--- src/rtl/activity_counter.sv ---
// Rising-edge activity counter bank for gate-level power estimation.
// Counts 0->1 transitions per probe channel; counters are read back over a req/ack port.
module activity_counter #(
    parameter int NCH   = 8,
    parameter int CW    = 16,
    parameter int SELW  = 3,
    parameter bit RDCLR = 1'b0
) (
    input  logic            C,
    input  logic            RN,
    input  logic [NCH-1:0]  PROBE,
    input  logic            EN,
    input  logic            CLR,
    input  logic            RD_REQ,
    input  logic [SELW-1:0] RD_SEL,
    output logic            RD_ACK,
    output logic [CW-1:0]   RD_DATA,
    output logic            RD_SAT,
    output logic            OVF_ANY,
    output logic [1:0]      dbg_state
);
    // Handshake: RD_REQ is a level held by the requester until it sees RD_ACK, a
    // one-cycle pulse marking RD_DATA/RD_SAT valid; RD_REQ must then be sampled low
    // before another request is accepted.
    typedef enum logic [1:0] {IDLE = 2'd0, ACK = 2'd1, WAIT = 2'd2} rd_state_t;

    rd_state_t      state;
    logic [NCH-1:0] prev;
    logic [NCH-1:0] edge_v;
    logic [NCH-1:0] sat;
    logic [CW-1:0]  cnt [NCH];
    logic [CW-1:0]  sel_cnt;
    logic           sel_sat;
    logic           capture;

    assign edge_v    = PROBE & ~prev;
    assign capture   = (state == IDLE) && RD_REQ;
    assign dbg_state = state;

    // Out-of-range selects match no channel and read back as zero.
    always_comb begin
        sel_cnt = '0;
        sel_sat = 1'b0;
        for (int i = 0; i < NCH; i++) begin
            if (RD_SEL == SELW'(i)) begin
                sel_cnt = cnt[i];
                sel_sat = sat[i];
            end
        end
    end

    always_ff @(posedge C or negedge RN) begin
        if (!RN) begin
            prev    <= '1;
            sat     <= '0;
            OVF_ANY <= 1'b0;
            for (int i = 0; i < NCH; i++) begin
                cnt[i] <= '0;
            end
        end else begin
            prev <= PROBE;
            if (CLR) begin
                sat     <= '0;
                OVF_ANY <= 1'b0;
                for (int i = 0; i < NCH; i++) begin
                    cnt[i] <= '0;
                end
            end else begin
                for (int i = 0; i < NCH; i++) begin
                    if (RDCLR && capture && (RD_SEL == SELW'(i))) begin
                        cnt[i] <= (EN && edge_v[i]) ? CW'(1) : '0;
                        sat[i] <= 1'b0;
                    end else if (EN && edge_v[i]) begin
                        // An edge arriving at all-ones is lost; flag it instead.
                        if (cnt[i] == '1) begin
                            sat[i] <= 1'b1;
                        end else begin
                            cnt[i] <= cnt[i] + CW'(1);
                        end
                    end
                end
                OVF_ANY <= OVF_ANY | (|sat);
            end
        end
    end

    always_ff @(posedge C or negedge RN) begin
        if (!RN) begin
            state   <= IDLE;
            RD_ACK  <= 1'b0;
            RD_DATA <= '0;
            RD_SAT  <= 1'b0;
        end else begin
            case (state)
                IDLE: begin
                    if (RD_REQ) begin
                        RD_ACK  <= 1'b1;
                        RD_DATA <= sel_cnt;
                        RD_SAT  <= sel_sat;
                        state   <= ACK;
                    end
                end
                ACK: begin
                    RD_ACK <= 1'b0;
                    state  <= WAIT;
                end
                WAIT: begin
                    if (!RD_REQ) begin
                        state <= IDLE;
                    end
                end
                default: begin
                    RD_ACK <= 1'b0;
                    state  <= IDLE;
                end
            endcase
        end
    end
endmodule
--- config.mk ---
export PLATFORM = sky130hd
export DESIGN_NAME = activity_counter
export DESIGN_NICKNAME = d
export VERILOG_FILES = /design/src/rtl/activity_counter.sv
export SDC_FILE = /design/constraint.sdc
export NUM_CORES = 1
export LEC_CHECK = 0
export BUFFER_PORTS_ARGS = -buffer_cell sky130_fd_sc_hd__buf_2
export CAP_MARGIN = 20
export CORE_MARGIN = 2
export CORE_UTILIZATION = 45
export DETAILED_ROUTE_END_ITERATION = 8
export MAX_ROUTING_LAYER = met4
export PLACE_DENSITY = 0.59
export SLEW_MARGIN = 5
export SYNTH_ARGS = -nofsm -noshare
export SYNTH_HDL_FRONTEND = slang
export SYNTH_SLANG_ARGS = --single-unit
--- constraint.sdc ---
create_clock -name C -period 2.5 [get_ports C]
set_input_delay 0.375 -clock C [delete_from_list [all_inputs] [get_ports C]]
set_output_delay 0.375 -clock C [all_outputs]
set_load 0.05 [all_outputs]
* Word-level counts from Yosys, hierarchy flattened
Index checks and enable logic that the tools add are counted.
Word-level totals: bits of input ports 16, logic and storage cells 163, output and inout port bits 21, register bits after elaboration 165
Operators by class: equality and inequality tests 27, reductions and logical operators 46, add/sub/neg operators 8, multiplexer cells 56, bitwise operators 4
Operator list (count):
- 16-bit two-way mux | 24
- 16-bit by 1-bit adder with 16-bit output (second input constant) | 8
- 16-bit == test (second input constant) | 8
- 128-bit two-way mux | 1
- 2-bit AND reduction | 19
- 2-bit nonzero test | 16
- 1-bit two-way mux | 26
- 2-bit inequality test (second input constant) | 10
- 3-bit == test (second input constant) | 4
- 8-bit AND | 1
- 1-bit logical AND | 8
- 8-bit two-way mux | 1
- 8-bit inverter | 1
- 8-bit OR reduction | 1
- 3-bit by 2-bit == test with 1-bit output (second input constant) | 2
- 2-bit case mux with 3 select lines | 1
- 2-bit two-way mux | 2
- 3-bit by 1-bit == test with 1-bit output (second input constant) | 1
- 3-bit logical NOT | 1
- 2-bit by 1-bit == test with 1-bit output (second input constant) | 1
- 2-bit == test (second input constant) | 1
- 2-bit logical NOT | 1
- 1-bit case mux with 2 select lines | 1
- 1-bit inverter | 1
- 1-bit bitwise OR | 1

* Depth between registers and ports, before layout
Gate-level depths: netlist of the first run.
depth in word-level cells 9, mapped depth 7, gate-level depth less buffers 6

* Worst setup path before layout of the first run
No wires, ideal clock.
kind reg2reg, start point register cnt[80] (netlist name), end point register cnt[85] (netlist name), setup slack 623 ps, arrival time 1745 ps, required time 2368 ps, buffers on the path 2, library setup time 132 ps, period minus slack after synthesis 1877 ps, stages on the path, launching flop included 8, cell sequence dfrtp_1 ha_1 clkbuf_1 and3_1 clkbuf_1 a2111oi_0 xnor2_1 nor2_1
On the way: longest elaborated chain between the ends 4, elaborated cells on any way between the ends 7, those cells by class add/sub (1); eq/ne (2); mux (3); reduce/logical (1)
Ends and longest elaborated chain:
- from (decl) | RTL line 31 | logic [CW-1:0] cnt [NCH];
- from (signal, indexed assignment) | RTL line 71 | cnt[i] <= (EN && edge_v[i]) ? CW'(1) : '0;
- from (signal, indexed assignment) | RTL line 78 | cnt[i] <= cnt[i] + CW'(1);
- 16-bit by 1-bit adder with 16-bit output | RTL line 78
- 16-bit two-way mux | RTL line 75 | if (cnt[i] == '1) begin
- 16-bit two-way mux | RTL line 73 | end else if (EN && edge_v[i]) begin
- 128-bit two-way mux | RTL line 62 | if (CLR) begin
Several ways; a longest one is shown, not always the timed one. The select of a mux whose other input is x is not followed. A chain may end at the register's enable or synchronous reset.

* Final worst setup path of the first run
start point register cnt[111] (netlist name), end point register cnt[107] (netlist name)
On the way: longest elaborated chain between the ends 3
Ends and longest elaborated chain (RTL line):
- 16-bit == test | 75
- 2-bit inequality test (no source line)
- 2-bit AND reduction (no source line)
Every way passes these cells.

==> results of run 1 <==
==> per-layer routing <==
metal  part of all wire (%)  wire [um]
met5                      0          0
met1                     50      12000
met4                    2.2        529
met3                    5.6       1340
met2                     42      10100
==> registers in the layout, summed over array words and instances (netlist names) <==
| signal | flops |
|---|---|
| OVF_ANY | 1 |
| cnt | 128 |
| prev | 8 |
| dbg_state | 2 |
| RD_DATA | 16 |
| sat | 8 |
| RD_SAT | 1 |
| RD_ACK | 1 |
==> path summary, 6_finish.rpt <==
kind                       cells past startpoint     start  slack [ps]       end
max reg2reg                                    5  cnt[111]         460  cnt[107]
min reg2reg                                    1    RD_ACK         480    RD_ACK
max in group asynchronous                      3        RN        1210   cnt[67]
min                                            1  PROBE[6]          60   prev[6]
max                                            5  cnt[111]         460  cnt[107]
min in group asynchronous                      2        RN         510  cnt[118]
==> cell families (layout without fill, tap and decap cells) <==
logic type / count (synthesis) / count (layout)
mux: 58 / 58
compound gates: 116 / 116
flops: 165 / 165
fa+ha+maj: 8 / 8
simple gates: 411 / 411
buf+inv: 53 / 102
xor+xnor: 90 / 90
==> through the flow <==
stage	hold slack [ps]	area [um2]
finish	60.6	10200
global route	52.8	10200
CTS	49.9	10200
detailed placement	405	9660
global placement	413	9660
floorplan	79.4	9100
==> layout by cell type, fill, tap and decap left out, types with 5 or more instances in the layout <==
cell / n
o2111ai_1: 6
and4_1: 13
nand2_1: 40
inv_1: 12
dfrtp_1: 157
buf_2: 34
nor2b_1: 5
or3_1: 6
clkbuf_1: 5
xnor2_1: 65
nand4_1: 39
a21oi_1: 53
nor2_1: 157
nor4_1: 18
nor3_1: 30
xor2_1: 25
nand3b_1: 14
buf_4: 18
mux2i_1: 24
mux4_2: 31
dfstp_2: 8
a211oi_1: 14
nor3b_1: 8
and3_1: 17
ha_1: 8
clkbuf_16: 17
nand3_1: 36
o21ai_0: 12
and3b_1: 6
==> power groups by stage <==
stage                     combinational, uW  sequential [uW]  clock, uW
after floorplan                         346             3560          0
after global placement                 1230             3020          0
after detailed placement               1240             3030          0
after CTS                              1250             2980       2600
after global routing                   1320             3000       2710
final                                  1240             2980       2550
==> final cells by class <==
cell class	instances	area, um2
fill	1846	9810
multi-input combinational	683	4760
sequential	165	4140
clock buffer	23	458
timing repair buffer	57	387
tap	270	338
clock inverter	8	104
inverter	14	52.6
==> worst reg2reg max path: stages (launching register included) <==
cell and delay, ps:
dfrtp_1 420, and4_1 300, and4_1 310, a21oi_1 500, a311oi_1 180, a41o_1 230
==> results.md, run 1 <==
- Setup Viol. Count Final: 0
- Req. time, crit path: 2820 ps
- Global Route met3 Usage: 3.88%
- Clk slew on worst S/H paths: 70 ps
- Vias/cell: 5.83
- Flop pwr share: 44.0%
- Met1 Use GR: 37.4%
- Max_slew headroom: 55.1%
- Total power draw: 6760 uW
- Mapped Cells: 901
- CTS tree: built
- Crit start category: register
- Power per cell area: 661 nW/um2
- Antenna violations before repair: 0
- Hold WC Path Type: input pin to register
- GRT busiest layer: met1
- Vias in the first global route: 6649
- Placed Cells: 1188
- CTS Buffer Depth: 2
- Die ar.: 21400 um2
- Switching Share: 31.4%
- Skew final: 9.59 ps
- Crit path DAT: 2360 ps
- Gr usage total: 24.1%
- Most used DFF post-synth: dfrtp_1
- Post-synth EDFFs: 0
- Multiplexer share of the synthesized area: 10.8%
- HPWL after detailed placement: 17700 um
- Final estimated routing congestion in global placement: 0.894
- Syn Area/Cell: 10.1 um2
- Final Hold Fails: 0
- Die Ht: 146 um
- TNS Setup: 0 ps
- Fraction of registers with async set/reset: 100%
- # H-tree levels: 4
- Yosys reg bits: 165
- Worst-Skew Late Latency: 430 ps
- Crit path kind: register to register
- Slew @ Worst Pin: 670 ps
- Crit path max fanout: 7
- Layout cells sized above 1: 14.2%
- Drt first pass iters: 5
- Final-stage net count: 962
- DRC Markers: 0
- Final Util: 51.1%
- Comb power frac: 18.3%
- Yosys top cell by area: dfrtp_1
- RSZ-0062 raised after global routing: no
- DR iter-0 viols: 547
- Post-synth top cells: dfrtp_1, nor2_1, xnor2_1, a21oi_1, nand2_1
- Cell Area, Synth: 9100 um2
- Yosys top cell area share: 43.2%
- Critical Path Most Common Cell: and4_1
- CORE AREA: 20000 um2
- Rows: 52
- Buf+Inv Stages, Crit Path: 0
- Setup WS pre-CTS: 320 ps
- Status: complete, no violations
- IR drop worst, VDD: 415 uV
- Via count: 7115
- Cts hold-fix bufs: 1
- Max Fclk: 491 MHz
- XOR/XNOR Fraction of Synth Area: 8.66%
- Register area share after synthesis: 45.5%
- Remaining antenna violation count: 0
- Average wire per standard cell: 19.6 um
- Met2 GRT Util: 32.2%
- Slew Limit Fails: 0
- Fin cells: 1220
- Total CTS buffers: 17
- Max Cap Violations: 0
- Post_cts resized: 0
- ANT cells: 0
- Netlist cell types: 59
- Chip width: 146 um
- CP top delay family: compound AO/OA/AOI/OAI gates
- Largest family of logic cells by synthesized area: simple AND/OR/NAND/NOR gates
- Input/output buffers: 36
- Crit-path cells: and4_1 -> and4_1 -> a21oi_1 -> a311oi_1 -> a41o_1
- Grt ovf: 0
- Initial core utilization: 45.4%
- Sw Pwr: 2120 uW
- Largest net degree at the start of global routing: 66
- CTS Sinks: 165
- Largest stage delay on the critical path: 500 ps
- Ports: 37
- Final worst-path setup slack: 464 ps
- Post-CTS Setup Inserts: 0
- Post-Synth Adder-Cell Area: 1.10%
- Post-synthesis simple-gate area fraction: 23.5%
- Area Growth Syn to Fin: 12.4%
- Compound-Gate Fraction of Synth Area: 8.15%
- Syn Nets: 925
- First-pass GRT wire length: 38700 um
- Period utilisation layout: 81.4%
- CTS root buf: clkbuf_16
- Routed WL: 24000 um
- Yosys warns: 0
- Area contributors post-synth: dfrtp_1, mux4_2, nor2_1, xnor2_1, a21oi_1
- Crit path capture type: register
- Pint: 4640 uW
- Slowest CP cell: a21oi_1
- LEAKAGE: 0.00415 uW
- Fin crit period: 2040 ps
- Clk network pwr share: 37.7%
No activity file was read; power rests on OpenSTA's default activity.
==> run 2: changes to the inputs <==
clock period = 2.12 ns   (was 2.5 ns; I/O delays follow)
==> results.md, run 2 (synthesized netlist as in run 1, its figures left out) <==
- Vias in the first global route: 6704
- Fin cells: 1246
- Fin crit period: 1940 ps
- Post-CTS Setup Inserts: 0
- ANT cells: 0
- LEAKAGE: 0.00429 uW
- Worst-Skew Late Latency: 430 ps
- Layout cells sized above 1: 15.8%
- Chip width: 146 um
- Largest regs: cnt x128, RD_DATA x16
- Final Hold Fails: 0
- Rows: 52
- Reg with most FFs: cnt
- DR iter-0 viols: 541
- Skew final: 11.1 ps
- Crit path capture type: register
- Die ar.: 21400 um2
- Crit path DAT: 2220 ps
- Gr usage total: 23.5%
- DRC Markers: 0
- IR drop worst, VDD: 463 uV
- Average wire per standard cell: 18.8 um
- Crit path kind: input pin to register
- Drt first pass iters: 5
- Via count: 7196
- Routed WL: 23500 um
- TNS Setup: 0 ps
- Slew Limit Fails: 0
- Req. time, crit path: 2400 ps
- Vias/cell: 5.78
- CTS root buf: clkbuf_16
- Max_slew headroom: 56.8%
- Remaining antenna violation count: 0
- Placed inst area: 9800 um2
- Max reg flops: 128
- Most frequent cells in the layout: dfrtp_1, nor2_1, xnor2_1
- HPWL after detailed placement: 17300 um
- Hold WC Path Type: input pin to register
- Worst hold stages: 1
- Final estimated routing congestion in global placement: 0.908
- CORE AREA: 20000 um2
- CTS Buffer Depth: 2
- Setup Viol. Count Final: 0
- Clk slew on worst S/H paths: 60 ps
- Area Growth Syn to Fin: 15.1%
- First-pass GRT wire length: 37900 um
- Ports: 37
- Crit start category: input pin
- Total CTS buffers: 17
- CTS Sinks: 165
- Max Fclk: 517 MHz
- Antenna violations before repair: 0
- # H-tree levels: 4
- Die Ht: 146 um
- Status: complete, no violations
- Final-stage net count: 987
- Period utilisation layout: 91.3%
- Slew @ Worst Pin: 648 ps
- Min Hold Slack: 10.6 ps
- Crit path max fanout: 6
- Power per cell area: 786 nW/um2
- Slowest CP cell: or4_4
- Worst-case reg-to-reg path depth: 6
- Initial core utilization: 45.4%
- CTS tree: built
- Placed Cells: 1207
- Design Area, Final: 10500 um2
- Crit-path cells: dlygate4sd3_1 -> buf_2 -> nand3b_1 -> or4_4 -> a2111oi_2 -> xnor2_1 -> nor2_1
- Input/output buffers: 36
- Grt ovf: 0
- Largest stage delay on the critical path: 600 ps
- Largest net degree at the start of global routing: 59
- RSZ-0062 raised after global routing: no
- Max Cap Violations: 0
## run 2: cell count changes in the layout (fill, tap and decap cells not counted), sizes merged
cell         before  now
buf              56   75
clkbuf           23   24
bufinv            2    4
dlygate4sd3       1    7
clkinv            4    2
## run 2: layout make-up
type	count	area, um2
fillers	1859	9560
multi-input cells	683	4760
flip-flops and latches	165	4140
repair buffers	82	589
clock buffers	24	452
well taps	270	338
clock inverters	8	150
inverters	14	52.6
## run 2: worst paths after layout
check | startpoint | to | slack [ps]
setup / recovery | PROBE[2] | cnt[93] | 180
hold / removal | PROBE[1] | prev[1] | 10
setup reg to reg | cnt[64] | cnt[79] | 200
hold reg to reg | RD_ACK | RD_ACK | 480
max in group asynchronous | RN | prev[1] | 1070
min in group asynchronous | RN | cnt[122] | 360
## run 2: repair_timing
action,4_1_cts,5_1_grt
endpoints found under the setup margin,0,1
endpoints found under the hold margin,41,0
resized for setup,0,1
hold buffers,7,0
## run 2: critical path: cells and delay by family
kind                   cells  cell delay, ps
AO/OA/AOI/OAI              1             330
XOR/XNOR                   1             160
buffers and inverters      2             630
AND/OR/NAND/NOR            3             780
## run 2: per-stage QoR
step	power [uW]	utilization, %	worst slack [ps]
final	8240	52.3	184
after global routing	8560	52.3	55.4
after global placement	5020	48.9	169
after detailed placement	5040	48.9	149
after floorplan	4600	-	243
after CTS	8300	52.3	101
## run 2: layer usage
layer	track usage, %	up-vias	share of wire, %
li1	-	3428	-
met1	35.6	3543	50
met2	31.9	199	42
met3	4.03	26	5.8
met4	7.96	0	2.2
met5	-	-	0
## run 2: power by group
| group | internal (uW) | total (uW) | switching (uW) | leakage, uW |
|---|---|---|---|---|
| Sequential | 3370 | 3500 | 132 | 0.00224 |
| Clock | 1970 | 3250 | 1280 | 0.000275 |
| Combinational | 368 | 1490 | 1120 | 0.00178 |
==> run 3: changes to the inputs <==
CORE_UTILIZATION = 54   (was 45)
PLACE_DENSITY = 0.69   (was 0.59)
==> results.md, run 3 (synthesized netlist as in run 1, its figures left out) <==
- Crit path DAT: 2230 ps
- DRC Markers: 0
- HPWL after detailed placement: 16900 um
- Total CTS buffers: 17
- R2R setup slack: 200 ps
- TNS Setup: 0 ps
- Max Fclk: 520 MHz
- Post-CTS Setup Inserts: 0
- Reg with most FFs: cnt
- Ports: 37
- ANT cells: 0
- IR drop worst, VDD: 881 uV
- Drt first pass iters: 5
- CTS Sinks: 165
- Initial core utilization: 55.1%
- Slew @ Worst Pin: 531 ps
- Die ar.: 17900 um2
- RR Endpoint: cnt[93]
- Remaining antenna violation count: 0
- Worst hold stages: 3
- Status: complete, no violations
- Max_slew headroom: 63.7%
- Vias/cell: 6.15
- HP Start: RD_REQ
- Max reg flops: 128
- Crit path kind: register to register
- Power per cell area: 775 nW/um2
- Crit-path cells: nand3b_1 -> or4_1 -> a2111oi_2 -> xnor2_1 -> nor2_1
- Leading cell type in the layout, fill and taps excluded: dfrtp_1
- Crit start category: register
- Area Growth Syn to Fin: 14.2%
- Largest net degree at the start of global routing: 61
- Slowest CP cell: or4_1
- Worst R2R Start: prev[2]
- Crit path capture type: register
- Worst-Skew Late Latency: 440 ps
- Grt ovf: 0
- Setup Viol. Count Final: 0
- Layout cells sized above 1: 16.1%
- Gr usage total: 28.1%
- Average wire per standard cell: 19.3 um
- LEAKAGE: 0.00428 uW
- Period utilisation layout: 90.8%
- Worst Hold End: dbg_state[1]
- Vias in the first global route: 6728
- Rows: 47
- First-pass GRT wire length: 37700 um
- Max Cap Violations: 0
- Via count: 7340
- Total power draw: 8060 uW
- Crit path max fanout: 6
- CORE AREA: 16500 um2
- Routed WL: 23100 um
- Die Ht: 134 um
- CTS Buffer Depth: 2
- Largest regs: cnt x128, RD_DATA x16
- DR iter-0 viols: 628
- Slew Limit Fails: 0
- Buf+Inv Stages, Crit Path: 0
- Worst path depth: 5
- Largest stage delay on the critical path: 670 ps
- Final estimated routing congestion in global placement: 0.955
- Chip width: 134 um
- Skew final: 10.6 ps
- Hold WC Path Type: input pin to register
- Antenna violations before repair: 0
- Final Hold Fails: 0
- Fin crit period: 1920 ps
- Clk slew on worst S/H paths: 70 ps
- # H-tree levels: 4
- Most frequent cells in the layout: dfrtp_1, nor2_1, xnor2_1
- Final-stage net count: 985
- Worst-case reg-to-reg path depth: 5
- CTS root buf: clkbuf_16
- CP top delay family: simple AND/OR/NAND/NOR gates
- Input/output buffers: 36
- CTS tree: built
- Req. time, crit path: 2420 ps
- RSZ-0062 raised after global routing: no
-- run 3: metal layers --
metal	global-route usage (%)	vias up	share of wire, %
met1	43.8	3603	47
met3	5.71	36	7.8
met2	36.9	280	43
met4	8.33	0	2.1
met5	-	-	0
li1	-	3421	-
-- run 3: where the power goes --
group          leakage, uW  total [uW]  switching, uW  internal (uW)
clock             0.000280        3050           1370           1680
sequential         0.00224        3510            143           3370
combinational      0.00177        1490           1120            368
-- run 3: cell type report --
cell class	count	area, um2
tap	220	275
sequential	165	4140
multi-input combinational	683	4760
clock inverter	14	144
inverter	14	52.6
timing repair buffer	80	592
fill	1394	6120
clock buffer	18	439
-- run 3: repair_timing --
| action | CTS | global route |
|---|---|---|
| hold buffers | 6 | 3 |
| resized for setup | 0 | 1 |
| endpoints found under the hold margin | 31 | 3 |
| endpoints found under the setup margin | 0 | 1 |
-- run 3: per-stage QoR --
stage	hold WS, ps	utilization [%]	instance area, um2	setup slack [ps]	instances
after global placement	207	58.8	9720	202	1153
after CTS	1.46	62.7	10400	173	1191
after floorplan	22.4	-	9100	243	901
after detailed placement	212	58.8	9720	162	1153
after global routing	183	62.9	10400	17.8	1194
final	179	62.9	10400	196	1194
-- run 3: worst max path at each step --
| stage | to | startpoint |
|---|---|---|
| floorplan | cnt[85] | cnt[80] |
| global placement | cnt[93] | PROBE[2] |
| detailed placement | cnt[111] | EN |
| CTS | cnt[107] | cnt[102] |
| global route | cnt[111] | PROBE[1] |
| finish | cnt[93] | prev[2] |
-- run 3: worst reg2reg max path: stages (launching register included) --
cell and delay, ps:
dfstp_2 370, nand3b_1 200, or4_1 670, a2111oi_2 350, xnor2_1 160, nor2_1 50
